## config.mk

```make
export PLATFORM = sky130hd
export DESIGN_NAME = rv_scoreboard
export DESIGN_NICKNAME = d
export VERILOG_FILES = /design/src/rtl/rv_scoreboard.sv
export SDC_FILE = /design/constraint.sdc
export NUM_CORES = 1
export LEC_CHECK = 0
export CORE_MARGIN = 5
export CORE_UTILIZATION = 54
export DETAILED_ROUTE_END_ITERATION = 10
export GPL_ROUTABILITY_DRIVEN = 0
export PLACE_DENSITY = 0.79
export SLEW_MARGIN = 20
export SYNTH_ARGS = -nofsm -noshare
export SYNTH_HDL_FRONTEND = slang
export SYNTH_SLANG_ARGS = --single-unit
```

## constraint.sdc

```tcl
create_clock -name clk -period 31.3 [get_ports clk]
set_input_delay 4.695 -clock clk [delete_from_list [all_inputs] [get_ports clk]]
set_output_delay 4.695 -clock clk [all_outputs]
set_load 0.02 [all_outputs]
```

## src/rtl/rv_scoreboard.sv

```systemverilog
// Register scoreboard: tracks remaining result latency per destination register and
// derives issue stall, per-source forwarding, WAW ordering and flush cleanup from it.
module rv_scoreboard #(
  parameter int NREG      = 32,
  parameter int AW        = 5,
  parameter int LAT_W     = 3,
  parameter int FLUSH_MIN = 2,
  parameter int PERF_W    = 32
) (
  input  logic              clk,
  input  logic              rst,
  input  logic              issue_valid,
  input  logic              issue_wen,
  input  logic [AW-1:0]     issue_rd,
  input  logic [LAT_W-1:0]  issue_lat,
  input  logic              rs1_en,
  input  logic [AW-1:0]     rs1_addr,
  input  logic              rs2_en,
  input  logic [AW-1:0]     rs2_addr,
  input  logic              flush,
  output logic              issue_ready,
  output logic              rs1_fwd,
  output logic              rs2_fwd,
  output logic [AW:0]       busy_cnt,
  output logic [PERF_W-1:0] stall_cnt
);

  logic [LAT_W-1:0] cnt     [NREG];
  logic [LAT_W-1:0] cnt_nxt [NREG];
  logic [AW:0]      busy_nxt;

  logic [LAT_W-1:0] rs1_cnt, rs2_cnt, rd_cnt, lat_eff;
  logic             rs1_live, rs2_live, rd_live;
  logic             rs1_haz, rs2_haz, waw_haz;
  logic             accept, write_rd;

  assign rs1_cnt  = cnt[rs1_addr];
  assign rs2_cnt  = cnt[rs2_addr];
  assign rd_cnt   = cnt[issue_rd];

  assign rs1_live = rs1_en && (rs1_addr != '0);
  assign rs2_live = rs2_en && (rs2_addr != '0);
  assign rd_live  = issue_wen && (issue_rd != '0);

  // A count of exactly one means the producer drives the forward bus this cycle.
  assign rs1_haz  = rs1_live && (rs1_cnt > LAT_W'(1));
  assign rs2_haz  = rs2_live && (rs2_cnt > LAT_W'(1));
  assign rs1_fwd  = rs1_live && (rs1_cnt == LAT_W'(1));
  assign rs2_fwd  = rs2_live && (rs2_cnt == LAT_W'(1));
  assign waw_haz  = rd_live && (rd_cnt > issue_lat);

  assign issue_ready = !(issue_valid && (rs1_haz || rs2_haz || waw_haz)) && !flush;
  assign accept      = issue_valid && issue_ready;
  assign write_rd    = accept && rd_live;
  assign lat_eff     = (issue_lat == '0) ? LAT_W'(1) : issue_lat;

  // Next-state counters: flush kill or decrement, with a fresh issue write taking priority.
  always_comb begin
    busy_nxt   = '0;
    cnt_nxt[0] = '0;
    for (int r = 1; r < NREG; r++) begin
      if (flush && (cnt[r] >= LAT_W'(FLUSH_MIN)))
        cnt_nxt[r] = '0;
      else if (cnt[r] != '0)
        cnt_nxt[r] = cnt[r] - LAT_W'(1);
      else
        cnt_nxt[r] = '0;
      if (write_rd && (issue_rd == AW'(r)))
        cnt_nxt[r] = lat_eff;
      if (cnt_nxt[r] != '0)
        busy_nxt = busy_nxt + (AW+1)'(1);
    end
  end

  always_ff @(posedge clk or negedge rst) begin
    if (!rst) begin
      for (int r = 0; r < NREG; r++)
        cnt[r] <= '0;
      busy_cnt  <= '0;
      stall_cnt <= '0;
    end else begin
      for (int r = 0; r < NREG; r++)
        cnt[r] <= cnt_nxt[r];
      busy_cnt <= busy_nxt;
      // Flush-induced non-acceptance is not a hazard stall and is not counted.
      if (issue_valid && !issue_ready && !flush && (stall_cnt != '1))
        stall_cnt <= stall_cnt + PERF_W'(1);
    end
  end

endmodule
```

==> summary.txt <==
run status = finished, final reports clean
HPWL Detailed = 26,600 µm
Yosys cell types = 105
placed cell count = 1,803
crit path max-delay cell type = nor4_1
total number of vias = 11.7k
CTS tree = built
Hold Fails Final Rpt = 0
reg2reg path depth = 109
unrepaired setup endpoints after global routing = no
worst r2r src = cnt[73]
Die W = 164 µm
Initial Util = 0.548
first drt pass iteration count = 6
Slew Limit Fails = 0
final non-filler cell total = 1,835
Tmin final = 27.77 ns
Yosys warning count = 0
Synth Cell Area = 12,800 µm²
buffers added on ports = 65
first-pass GRT wire length = 57,400 µm
# resized after CTS = 0
Peak VDD IR = 0.0000320 V
Die Area = 26,900 µm²
total leakage power = 5.97 nW
Critical Path RT = 31.66 ns
Top cell by count, worst path = ha_1
io pins = 66
crit-path max FO = 36
Synth async-reset ratio = 1.00
area delta synth->final = 11.3%
final WL = 35,100 µm
Max clock buf depth = 2
fin crit share = 0.887
setup_tns = 0 ns
PwrDens = 30.7 nW/µm²
Slew @ Worst Pin = 0.997 ns
post-DR vias/cell = 6.36
endpoint class of the critical path = flop
Die H = 164 µm
share of post-route cells with drive strength above 1 = 0.131
worst setup path end = busy_cnt[5]
Slew HR = 0.330
worst-skew pair later-pin latency = 0.44 ns
share of the synthesized area in the top cell type = 0.256
Avg WL per Cell = 19.1 µm
R2R Path End = busy_cnt[5]
Rows = 56
# setup viols final = 0
DR iter-0 viols = 1,313
vias in the first global route = 11.1k
Worst Setup SP = issue_rd[1]
ys flop type = dfrtp_1
Post-synth EDFFs = 0
hold buffers post-CTS = 0
Worst Hold Class = flop to flop
synth top area cells = dfrtp_1, mux4_2, nand2_1
Post-Syn Nets = 1,524
largest net degree at the start of global routing = 75
top-count cell post-synth = nand2_1
Clock Pin Slew Worst Setup and Hold Paths = 0.06 ns
Fin Hold WS = 0.488 ns
DRT antenna net count = 0
Seq/Total Area, Yosys = 0.256
CP Class = input pin to flop
CTS Buf Count = 17
clock net sink count = 131
Setup crit start kind = input pin
drt drc = 0
critical path data arrival time = 28.13 ns
leading area contributor after synthesis = dfrtp_1
reg-to-reg setup timing slack = 8.29 ns
grt total ovfl = 0
initial antenna violation count = 0
delay of the slowest cell on the worst path = 0.90 ns
nets = 1,562
Post-CTS Repair Setup Buffers = 0
synth cell count leaders = nand2_1, nor2_1, dfrtp_1, o21ai_0, xnor2_1
syn avg cell area = 8.75 µm²
Core Box Area = 23,400 µm²
Mapped Cells = 1,465
htree depth = 4
FF+latch count, synth = 131
Layout Skew = 0.0128 ns
WHS Path Cells = 1
f_max = 0.0360 GHz
Fillers = 2,064
gr usage total = 0.265
ANT cells = 0
Root Driver = clkbuf_16
max-cap violations = 0
how the worst min path moves through the flow:
stage | from | to
global route | stall_cnt[11] | stall_cnt[11]
floorplan | cnt[66] | cnt[66]
finish | stall_cnt[11] | stall_cnt[11]
CTS | stall_cnt[11] | stall_cnt[11]
detailed placement | stall_cnt[4] | stall_cnt[4]
global placement | stall_cnt[11] | stall_cnt[11]
final cells by class:
type / count / area (µm²) / share of cell area
Multi-Input combinational cell: 1220 / 9060 / 0.635
Sequential cell: 131 / 3280 / 0.230
Timing Repair Buffer: 80 / 751 / 0.0526
Clock buffer: 18 / 439 / 0.0308
Tap cell: 319 / 399 / 0.0280
Inverter: 53 / 199 / 0.0139
Clock inverter: 14 / 139 / 0.00974
cells by family after synthesis:
kind of cell	after synthesis	share of synthesized area
buffers and inverters	114	0.0371
multiplexers	86	0.119
adder cells (fa/ha/maj)	35	0.0340
AND/OR/NAND/NOR	623	0.235
XOR/XNOR	151	0.140
flip-flops	131	0.256
AO/OA/AOI/OAI	325	0.179
registers in the layout, indices dropped and copies added, names as in the netlist:
signal     cells
stall_cnt     32
busy_cnt       6
cnt           93
where the power goes:
part           internal, mW  total (mW)  switching (mW)
Sequential            0.172       0.176         0.00341
Clock                 0.113       0.196          0.0830
Combinational        0.0244      0.0658          0.0414
Total                 0.310       0.438           0.128
critical path: cells and delay by family:
family	cells	cell delay (ns)
simple gates	40	5.72
mux	8	2.29
buf+inv	7	1.29
xor+xnor	2	0.43
fa+ha+maj	29	8.52
compound gates	26	5.11
routing by layer:
layer,track usage,vias to the layer above,wire (µm)
li1,-,5423,-
met1,0.352,5493,14100
met2,0.423,616,16200
met3,0.0557,132,3270
met4,0.115,0,1570
met5,0,-,0
metrics by stage:
step                 util  worst slack [ns]  total power, mW  instance area, µm²
CTS                 0.610              3.75            0.439               14300
global placement    0.585              4.34            0.242               13700
global route        0.610              1.53            0.454               14300
floorplan               -              5.61            0.219               12800
finish              0.610              3.53            0.438               14300
detailed placement  0.585              3.35            0.243               13700
cells in the final DEF (no fill, tap or decap), types with 37 or more instances in the layout:
master and count:
nand2_1 224, nor2_1 145, dfrtp_1 131, o21ai_0 86, xnor2_1 75, clkdlybuf4s50_1 62
a21oi_1 61, mux4_2 51, inv_1 49, nor3_1 47, xor2_1 40, nand3_1 37
Note: power is estimated with default switching activity, not from simulation.
